--- src/rtl/div_ctrl_if.sv ---
// Handshake and data bundle between the EX stage and the divide controller.
interface div_ctrl_if;
    logic        start_i;
    logic        signed_i;
    logic [31:0] oprand1_i;
    logic [31:0] oprand2_i;
    logic        cancel_i;
    logic [63:0] result_o;
    logic        ready_o;
    logic        pauseRequest_o;

    modport master (
        output start_i, signed_i, oprand1_i, oprand2_i, cancel_i,
        input  result_o, ready_o, pauseRequest_o
    );

    modport slave (
        input  start_i, signed_i, oprand1_i, oprand2_i, cancel_i,
        output result_o, ready_o, pauseRequest_o
    );
endinterface

--- src/rtl/div_ctrl.sv ---
// 32-bit signed/unsigned restoring divider, one quotient bit per cycle.
// Result is {remainder, quotient}, presented for one cycle with ready_o.
module div_ctrl (
    input  logic       clk,
    input  logic       rst,
    div_ctrl_if.slave  bus
);
    typedef enum logic [1:0] {
        S_IDLE    = 2'b00,
        S_DIVZERO = 2'b01,
        S_ON      = 2'b10,
        S_END     = 2'b11
    } state_e;

    state_e      state_q, state_d;
    logic [4:0]  cnt_q, cnt_d;
    logic [31:0] rem_q, rem_d;
    logic [31:0] quo_q, quo_d;
    logic [31:0] dvs_q, dvs_d;
    logic        qneg_q, qneg_d;
    logic        rneg_q, rneg_d;
    logic [63:0] result_q, result_d;
    logic        ready_q, ready_d;

    logic [32:0] trial;
    logic [32:0] diff;
    logic [31:0] rem_n;
    logic [31:0] quo_n;
    logic        accept;

    assign accept = bus.start_i && !bus.cancel_i;

    always_comb begin
        state_d  = state_q;
        cnt_d    = cnt_q;
        rem_d    = rem_q;
        quo_d    = quo_q;
        dvs_d    = dvs_q;
        qneg_d   = qneg_q;
        rneg_d   = rneg_q;
        result_d = '0;
        ready_d  = 1'b0;

        // Shift the next dividend bit into the partial remainder; a clear
        // borrow bit means the divisor fits.
        trial = {rem_q, quo_q[31]};
        diff  = trial - {1'b0, dvs_q};
        if (!diff[32]) begin
            rem_n = diff[31:0];
            quo_n = {quo_q[30:0], 1'b1};
        end else begin
            rem_n = trial[31:0];
            quo_n = {quo_q[30:0], 1'b0};
        end

        case (state_q)
            S_IDLE: begin
                if (accept) begin
                    quo_d  = (bus.signed_i && bus.oprand1_i[31]) ? -bus.oprand1_i : bus.oprand1_i;
                    dvs_d  = (bus.signed_i && bus.oprand2_i[31]) ? -bus.oprand2_i : bus.oprand2_i;
                    rem_d  = '0;
                    cnt_d  = '0;
                    qneg_d = bus.signed_i && (bus.oprand1_i[31] ^ bus.oprand2_i[31]);
                    rneg_d = bus.signed_i && bus.oprand1_i[31];
                    state_d = (bus.oprand2_i == '0) ? S_DIVZERO : S_ON;
                end
            end
            S_DIVZERO: begin
                if (bus.cancel_i) begin
                    state_d = S_IDLE;
                end else begin
                    state_d = S_END;
                    ready_d = 1'b1;
                end
            end
            S_ON: begin
                if (bus.cancel_i) begin
                    state_d = S_IDLE;
                end else begin
                    rem_d = rem_n;
                    quo_d = quo_n;
                    cnt_d = cnt_q + 5'd1;
                    if (cnt_q == 5'd31) begin
                        state_d  = S_END;
                        ready_d  = 1'b1;
                        result_d = {rneg_q ? -rem_n : rem_n, qneg_q ? -quo_n : quo_n};
                    end
                end
            end
            S_END: begin
                state_d = S_IDLE;
            end
            default: state_d = S_IDLE;
        endcase
    end

    always_ff @(posedge clk or negedge rst) begin
        if (!rst) begin
            state_q  <= S_IDLE;
            cnt_q    <= '0;
            rem_q    <= '0;
            quo_q    <= '0;
            dvs_q    <= '0;
            qneg_q   <= 1'b0;
            rneg_q   <= 1'b0;
            result_q <= '0;
            ready_q  <= 1'b0;
        end else begin
            state_q  <= state_d;
            cnt_q    <= cnt_d;
            rem_q    <= rem_d;
            quo_q    <= quo_d;
            dvs_q    <= dvs_d;
            qneg_q   <= qneg_d;
            rneg_q   <= rneg_d;
            result_q <= result_d;
            ready_q  <= ready_d;
        end
    end

    assign bus.result_o       = result_q;
    assign bus.ready_o        = ready_q;
    assign bus.pauseRequest_o = rst && !bus.cancel_i &&
                                (((state_q == S_IDLE) && bus.start_i) ||
                                 (state_q == S_DIVZERO) || (state_q == S_ON));
endmodule
--- src/flat_wrapper.sv ---
// flat-port wrapper written by rule: the top's interface ports become plain ports
module div_ctrl_flat 
  (clk, rst, bus_start_i, bus_signed_i, bus_oprand1_i, bus_oprand2_i, bus_cancel_i, bus_result_o, bus_ready_o, bus_pauseRequest_o);
  div_ctrl_if bus_i ();
  input  logic clk;
  input  logic rst;
  input wire logic [$bits(bus_i.start_i)-1:0] bus_start_i;
  input wire logic [$bits(bus_i.signed_i)-1:0] bus_signed_i;
  input wire logic [$bits(bus_i.oprand1_i)-1:0] bus_oprand1_i;
  input wire logic [$bits(bus_i.oprand2_i)-1:0] bus_oprand2_i;
  input wire logic [$bits(bus_i.cancel_i)-1:0] bus_cancel_i;
  output wire logic [$bits(bus_i.result_o)-1:0] bus_result_o;
  output wire logic [$bits(bus_i.ready_o)-1:0] bus_ready_o;
  output wire logic [$bits(bus_i.pauseRequest_o)-1:0] bus_pauseRequest_o;
  assign bus_i.start_i = bus_start_i;
  assign bus_i.signed_i = bus_signed_i;
  assign bus_i.oprand1_i = bus_oprand1_i;
  assign bus_i.oprand2_i = bus_oprand2_i;
  assign bus_i.cancel_i = bus_cancel_i;
  assign bus_result_o = bus_i.result_o;
  assign bus_ready_o = bus_i.ready_o;
  assign bus_pauseRequest_o = bus_i.pauseRequest_o;
  div_ctrl u_core (.clk(clk), .rst(rst), .bus(bus_i));
endmodule
--- config.mk ---
export PLATFORM = sky130hd
export DESIGN_NAME = div_ctrl_flat
export DESIGN_NICKNAME = d
export VERILOG_FILES = /design/src/rtl/div_ctrl_if.sv /design/src/rtl/div_ctrl.sv /design/src/flat_wrapper.sv
export SDC_FILE = /design/constraint.sdc
export NUM_CORES = 1
export LEC_CHECK = 0
export CORE_ASPECT_RATIO = 1.75
export CORE_MARGIN = 8
export CORE_UTILIZATION = 58
export CTS_BUF_LIST = sky130_fd_sc_hd__clkbuf_4
export CTS_CLUSTER_DIAMETER = 150
export DETAILED_ROUTE_END_ITERATION = 8
export MAX_ROUTING_LAYER = met4
export PLACE_DENSITY = 0.82
export SLEW_MARGIN = 20
export SYNTH_ARGS = -nofsm -noshare
export SYNTH_HDL_FRONTEND = slang
export SYNTH_SLANG_ARGS = --single-unit
--- constraint.sdc ---
create_clock -name clk -period 12.4 [get_ports clk]
set_input_delay 1.24 -clock clk [delete_from_list [all_inputs] [get_ports clk]]
set_output_delay 1.24 -clock clk [all_outputs]
set_load 0.01 [all_outputs]
# Word level (Yosys, flattened, before mapping)

Cells that the tools add are included.

Add/sub/neg operators: 6
Eq/ne operators: 7
Mux-type cells: 28
Bitwise gates (word level): 1
Reductions and logical operators: 16

Operator list:

| cell                | number |
|---|---|
| $mux 32             | 9 |
| $mux 64             | 3 |
| $neg 32->32         | 4 |
| $pmux 32 s2         | 2 |
| $sub 33x32->33      | 1 |
| $logic_not 32->1    | 1 |
| $mux 2              | 5 |
| $mux 5              | 2 |
| $pmux 5 s2          | 1 |
| $pmux 2 s4          | 1 |
| $logic_and 1x1->1   | 7 |
| $add 5x1->5 const B | 1 |
| $eq 5x5->1 const B  | 1 |
| $eq 2x2->1 const B  | 2 |
| $mux 1              | 4 |
| $reduce_and 2->1    | 2 |
| $ne 3x2->1 const B  | 1 |
| $reduce_and 3->1    | 1 |
| $eq 2x1->1 const B  | 1 |
| $logic_not 2->1     | 1 |
| $logic_or 1x1->1    | 2 |
| $ne 2x1->1 const B  | 1 |
| $ne 2x2->1 const B  | 1 |
| $pmux 1 s2          | 1 |
| other kinds (3)     | 3 |

Bits in registers: 170
Output and inout bits: 66
Word-level logic and storage cells: 67

# Longest topological paths before layout

Gate-level depths: netlist of the first run.

Depth after elaboration: 7
Mapped depth: 25
Mapped depth without buffers: 21

# Worst setup path before layout of the first run

No wires, ideal clock.

Path type: register to register
Start point: register u_core.quo_q[31]
End point: register u_core.result_q[26] (netlist: u_core.bus.result_o[26])
Setup time: 132 ps
Data arrival time: 5080 ps
Data required time: 12268 ps
Slack: 7189 ps
Cell stages (with the launch flop): 25
Cell sequence: dfrtp_1 inv_1 ha_1 inv_1 fa_1 a211oi_2 o211ai_2 a211o_1 and4_4 or3_4 and2_4 buf_6 inv_4 buf_4 buf_2 buf_2 ha_1 nand2b_1 or3_1 or3_1 or4_1 o41ai_2 nand2_1 xnor2_1 nor2_1

Cells in the longest elaborated chain, start to end: 7

RTL lines:

| item                    | RTL line        | source |
|---|---|---|
| from (decl)             | div_ctrl.sv:18  | `logic [31:0] quo_q, quo_d;` |
| from (signal assigned)  | div_ctrl.sv:112 | `quo_q <= quo_d;` |
| $sub 33x32->33          | div_ctrl.sv:47  | `diff = trial - {1'b0, dvs_q};` |
| $mux 1                  | div_ctrl.sv:48  | `if (!diff[32]) begin` |
| $neg 32->32             | div_ctrl.sv:86  | `result_d = {rneg_q ? -rem_n : rem_n, qneg_q ? -quo_n : quo_n};` |
| $mux 32                 | div_ctrl.sv:86  |  |
| $mux 64                 | div_ctrl.sv:83  | `if (cnt_q == 5'd31) begin` |
| $mux 64                 | div_ctrl.sv:77  | `if (bus.cancel_i) begin` |
| $mux 64                 | div_ctrl.sv:56  | `case (state_q)` |
| via u_core.result_d[26] | div_ctrl.sv:22  | `logic [63:0] result_q, result_d;` |
| to (signal assigned)    | div_ctrl.sv:116 | `result_q <= result_d;` |
| to (decl)               | div_ctrl.sv:22  |  |

The timed path passes the listed nets, and every way through them passes these cells.
A chain may end at the register's enable or synchronous reset.

# Worst setup path after layout of the first run

Start point: register u_core.quo_q[31]
End point: register u_core.result_q[28] (netlist: u_core.bus.result_o[28])

Same word-level chain as after synthesis.

==> reports/qor.csv, run 1 <==
metric;value;unit
outcome;completed;
rsz0062_at_grt;no;
layout.nets;1558;
yosysWarnings;0;
hold_violations;0;
synth_top_area_share;37.5;%
start_util;58.3;%
wl_per_cell;20.4;µm
critPathRequiredTime;12.89;ns
tightest_slew;1.05;ns
tns;0;ns
drt_iter0_drc;680;
global_route.usage.met2;53.0;%
power.total;4.28;mW
rr_worst_depth;20;
post_cts_resized;0;
io_pins;135;
grt_pass1_vias;10700;
total_leakage_power;5.63;nW
syn_avg_cell_area;8.39;µm²
grt_overflow_total;0;
antenna_found_initial;1;
fmax;172;MHz
grt_max_degree;70;
min_to;u_core.dvs_q[20]$_DFFE_PN0P_;
min_from;u_core.dvs_q[20]$_DFFE_PN0P_;
port_buffers;134;
grt.busiest_layer;met2;
yosysSeqAreaShare;37.5;%
grt_usage;29.7;%
slew_headroom;29.9;%
crit_type;flip-flop to flip-flop;
use_met3;3.76;%
dr.pass1.iters;5;
final_cell_mix;dfrtp_1 (170), nor2_1 (169), nand2_1 (151);
crit_start;u_core.quo_q[31]$_DFFE_PN0P_;
drive_gt1_share;5.07;%
arrival;6.32;ns
clk_path_buf_depth;2;
synth-edff-count;0;
layout.cells.most_common;dfrtp_1;
async_flop_share;100;%
synth_cell_type_count;75;
cp-end-kind;flip-flop;
period_needed;5.83;ns
period_share;47.0;%
hold_depth;2;
holdCritPathClass;flip-flop to flip-flop;
ctsHtreeMaxLevel;4;
die_w;122;µm
rrSetupSlack;6.57;ns
yosysTopAreaCell;dfrtp_1;
ys_ff_latch;170;
die_y;201;µm
area_delta_synth_final;16.0;%
postCtsSetupBuffers;0;
syn_inst;1353;
cts_tree;done;
finalWirelength;34.7;mm
r2r-end;u_core.bus.result_o[28]$_DFF_PN0_;
routabilityCongestion;0.993;
crit_path_start_kind;flip-flop;
ant_nets;0;
grt_pass1_wl;55.6;mm
core;0.0195;mm²
cts_made_buffers;17;
cts.sinks;170;
maxSlewViolCount;0;
clk_pin_slew;0.16;ns
path_max_fanout;44;
vias;10500;
use_met1;27.9;%
die-area;0.0245;mm²
num_rows;68;
holdBufCountCts;0;
syn_nets;1464;
viasPerCell;6.15;
ys_top_cells_by_area;dfrtp_1 (37%), xor2_1 (5.7%), nor2_1 (5.6%);
worstSkewPairLatency;0.61;ns
ir_drop;0.232;mV
timing.clock.skew;0.0278;ns
dp_hpwl;26.2;mm
synth_flop_cell;dfrtp_1;
netlist_area;0.0114;mm²
timing.rr.start;u_core.quo_q[31]$_DFFE_PN0P_;
maxCapViolations;0;
clockRootBuffer;clkbuf_4;
finalSetupViolCount;0;
route.detailed.drc;0;
powerDensity;325;mW/mm²
-- registers in the layout, indices dropped and copies added (netlist names) --
name,flops
u_core.dvs_q,32
u_core.bus.result_o,64
u_core.rem_q,32
u_core.bus.ready_o,1
u_core.quo_q,32
u_core.qneg_q,1
u_core.state_q,2
u_core.cnt_q,5
u_core.rneg_q,1
-- cells by family (layout without fill, tap and decap cells) --
logic type,Yosys count,in the layout,share of synthesized area [%]
AO/OA/AOI/OAI,378,378,20.4
AND/OR/NAND/NOR,468,468,19.2
flip-flops,170,170,37.5
multiplexers,26,26,2.69
XOR/XNOR,146,146,11.3
adder cells (fa/ha/maj),42,42,4.69
buffers and inverters,123,229,4.33
other,0,1,0
-- stage by stage --
stage	cell area, µm²	worst slack [ns]	std cells	hold slack (ns)	utilization, %
4_1_cts	13200	6.64	1704	0.503	67.6
5_1_grt	13200	6.26	1705	0.525	67.6
3_5_place_dp	12800	6.67	1673	0.470	65.7
6_report	13200	6.57	1705	0.494	67.6
2_1_floorplan	11400	7.19	1353	0.445	-
3_3_place_gp	12800	6.78	1673	0.456	65.7
-- power breakdown --
part           total, mW  internal [mW]  switching [mW]
clock network      0.409          0.185           0.224
registers          0.934          0.707           0.227
logic               2.93           1.08            1.85
total               4.28           1.98            2.30
-- synth_stat cells (5+ instances only) --
cell        n
dfrtp_1   170
nor2_1    169
nand2_1   151
o21ai_0   122
a21oi_1   106
xor2_1     74
xnor2_1    72
inv_1      54
clkbuf_1   52
ha_1       41
o22ai_1    31
o31ai_1    22
mux2i_1    21
nor3_1     21
a21o_1     17
nand2b_1   16
nor4_1     13
or3_1      13
nand4_1    12
o211ai_1   11
o41ai_1    11
or4_1      11
a31oi_1     9
nand3_1     9
nand3b_1    9
buf_2       7
or2_2       7
buf_1       6
nor2b_1     6
and2_1      5
o21bai_1    5
-- worst max-delay path: stages, from the launching register on --
cell and delay, ns:
dfrtp_1 0.43, inv_1 0.07, ha_1 0.15, inv_1 0.05, fa_1 0.43, a211oi_2 0.30, o211ai_2 0.14, a211o_1 0.32
and4_4 0.20, or3_4 0.35, and2_4 0.38, inv_4 0.41, ha_1 0.25, nand2b_1 0.12, or3_1 0.37, or3_1 0.39
or4_1 0.59, o41ai_2 0.39, nand2_1 0.12, xnor2_1 0.16, nor2_1 0.05
-- area by class of cell --
type                       instances  area (µm²)
multi-input combinational       1060        6620
fill                            1647        6310
sequential                       170        4250
timing repair buffer             143        1410
tap                              245         307
clock inverter                    14         236
inverter                          55         209
clock buffer                      17         128
antenna                            1        2.50
-- routing by layer --
layer	routed length, µm	share of wire [%]	up-vias
met1	11700	34	4960
met2	18900	54	409
met4	2810	8.1	0
li1	-	-	4946
met3	1280	3.7	178
met5	0	0	-
-- worst max path at each step --
| stage | end | slack (ns) |
|---|---|---|
| finish | u_core.bus.result_o[28]$_DFF_PN0_ | 6.57 |
| detailed placement | u_core.bus.result_o[28]$_DFF_PN0_ | 6.67 |
| global placement | u_core.bus.result_o[28]$_DFF_PN0_ | 6.78 |
| floorplan | u_core.bus.result_o[26]$_DFF_PN0_ | 7.19 |
| CTS | u_core.bus.result_o[28]$_DFF_PN0_ | 6.64 |
| global route | u_core.bus.result_o[60]$_DFF_PN0_ | 6.26 |
Note: power is estimated with default switching activity, not from simulation.
==> run 2, diff against run 1 <==
- CORE_UTILIZATION: 58 -> 53
- PLACE_DENSITY: 0.82 -> 0.79
- clock period: 12.4 -> 4.95 ns (I/O delays scaled with it)
==> reports/qor.csv, run 2 (synthesis gave the netlist of run 1 again) <==
metric;value;unit
maxSlewViolCount;0;
drt_iter0_drc;589;
clk_path_buf_depth;2;
grt_overflow_total;0;
dp_hpwl;27.0;mm
powerDensity;810;mW/mm²
arrival;5.23;ns
total_leakage_power;5.67;nW
largest_register_ffs;64;
finalWorstSetupSlack;0.205;ns
fillers;1871;
crit_type;flip-flop to flip-flop;
crit_path_start_kind;flip-flop;
viasPerCell;6.05;
cts.sinks;170;
num_rows;71;
postCtsSetupBuffers;0;
die_w;127;µm
vias;10500;
clk_pin_slew;0.14;ns
die-area;0.0266;mm²
critPathRequiredTime;5.43;ns
crit_chain;inv_1 > ha_1 > inv_1 > fa_2 > a211oi_4 > o211ai_2 > a211o_1 > and4_4 > or3_4 > and2_4 > inv_6 > ha_4 > nand2b_4 > or3_4 > or3_4 > or4_4 > o41ai_4 > nand2_1 > xnor2_1 > nor2_1;
clockRootBuffer;clkbuf_4;
cp_slowest_cell;or4_4;
grt_usage;27.1;%
outcome;completed;
grt_pass1_vias;10700;
layout.cells.most_common;dfrtp_1;
dr.pass1.iters;5;
die_y;210;µm
maxCapViolations;0;
core;0.0212;mm²
global_route.usage.met2;50.7;%
port_buffers;134;
ctsHtreeMaxLevel;4;
holdCritPathClass;input pin to async pin;
timing.clock.skew;0.0379;ns
cp_num_buf_inv;3;
hold_violations;0;
cts_tree;done;
ir_drop;0.366;mV
use_met1;23.5;%
final_cell_mix;dfrtp_1 (170), nor2_1 (169), nand2_1 (151);
max_stage_delay;0.49;ns
power.total;10.8;mW
antenna_found_initial;1;
fmax;211;MHz
grt_max_degree;82;
grt_pass1_wl;54.6;mm
multi_input_area;0.00671;mm²
drive_gt1_share;6.59;%
route.detailed.drc;0;
cp-end-kind;flip-flop;
finalSetupViolCount;0;
period_share;95.9;%
start_util;53.5;%
area_delta_synth_final;17.0;%
routabilityCongestion;0.961;
layout.nets;1572;
crit_top_cell;or3_4;
worstSkewPairLatency;0.61;ns
period_needed;4.75;ns
finalWirelength;34.6;mm
pre_cts_ws;0.0473;ns
path_max_fanout;8;
wl_per_cell;20.0;µm
tightest_slew;1.05;ns
io_pins;135;
cpLargestDelayFamily;simple AND/OR/NAND/NOR gates;
regArea;0.00425;mm²
cts_made_buffers;17;
ant_nets;0;
slew_headroom;30.1;%
grt.busiest_layer;met2;
use_met3;4.14;%
## run 2: cell types whose count changed in the layout (fill, tap and decap cells not counted), moves of 2 or more
cell,previous run,this run
or3_4,1,3
clkinv_2,0,2
or3_1,13,11
mux2i_2,2,4
clkbuf_4,17,21
mux2i_1,21,19
bufinv_16,5,2
buf_4,9,22
## run 2: through the flow
| stage | setup TNS, ns | hold slack [ns] | area, µm² | cells | util (%) |
|---|---|---|---|---|---|
| after floorplan | -0.140 | 0.199 | 11400 | 1353 | - |
| after global placement | 0 | 0.456 | 13000 | 1696 | 61.0 |
| after detailed placement | 0 | 0.470 | 13000 | 1696 | 61.0 |
| after CTS | 0 | 0.482 | 13200 | 1728 | 62.4 |
| after global routing | -0.0118 | 0.515 | 13300 | 1729 | 62.6 |
| final | 0 | 0.486 | 13300 | 1729 | 62.6 |
## run 2: cell type report
| class | count | area share [%] |
|---|---|---|
| Timing Repair Buffer | 157 | 11.4 |
| Antenna cell | 1 | 0.0188 |
| Clock inverter | 10 | 0.894 |
| Tap cell | 255 | 2.40 |
| Clock buffer | 21 | 1.19 |
| Multi-Input combinational cell | 1060 | 50.5 |
| Sequential cell | 170 | 32.0 |
| Inverter | 55 | 1.59 |
## run 2: what timing repair did
action,4_1_cts,5_1_grt
hold buffers,1,0
endpoints found under the hold margin,79,0
gates resized for setup,0,8
setup endpoints to repair,0,9
## run 2: path summary, 6_finish.rpt
kind	startpoint	to	slack [ns]	depth (start not counted)
max in group asynchronous	rst	u_core.rem_q[17]$_DFFE_PN0P_	2.71	4
worst max register to register	u_core.quo_q[31]$_DFFE_PN0P_	u_core.bus.result_o[26]$_DFF_PN0_	0.20	20
worst max-delay path	u_core.quo_q[31]$_DFFE_PN0P_	u_core.bus.result_o[26]$_DFF_PN0_	0.20	20
worst min register to register	u_core.dvs_q[14]$_DFFE_PN0P_	u_core.dvs_q[14]$_DFFE_PN0P_	0.49	2
worst min-delay path	rst	u_core.bus.result_o[14]$_DFF_PN0_	0.49	2
min in group clk	u_core.dvs_q[14]$_DFFE_PN0P_	u_core.dvs_q[14]$_DFFE_PN0P_	0.49	2
## run 2: report_power, final
| group | internal [mW] | switching [mW] | leakage [nW] |
|---|---|---|---|
| combinational | 2.96 | 4.68 | 3.28 |
| sequential | 1.77 | 0.521 | 2.24 |
| clock | 0.321 | 0.505 | 0.146 |
## run 2: per-layer routing
metal	wire [µm]	up-vias
met5	0	-
met4	2860	0
met3	1360	134
met2	19100	389
met1	11300	4971
li1	-	4971
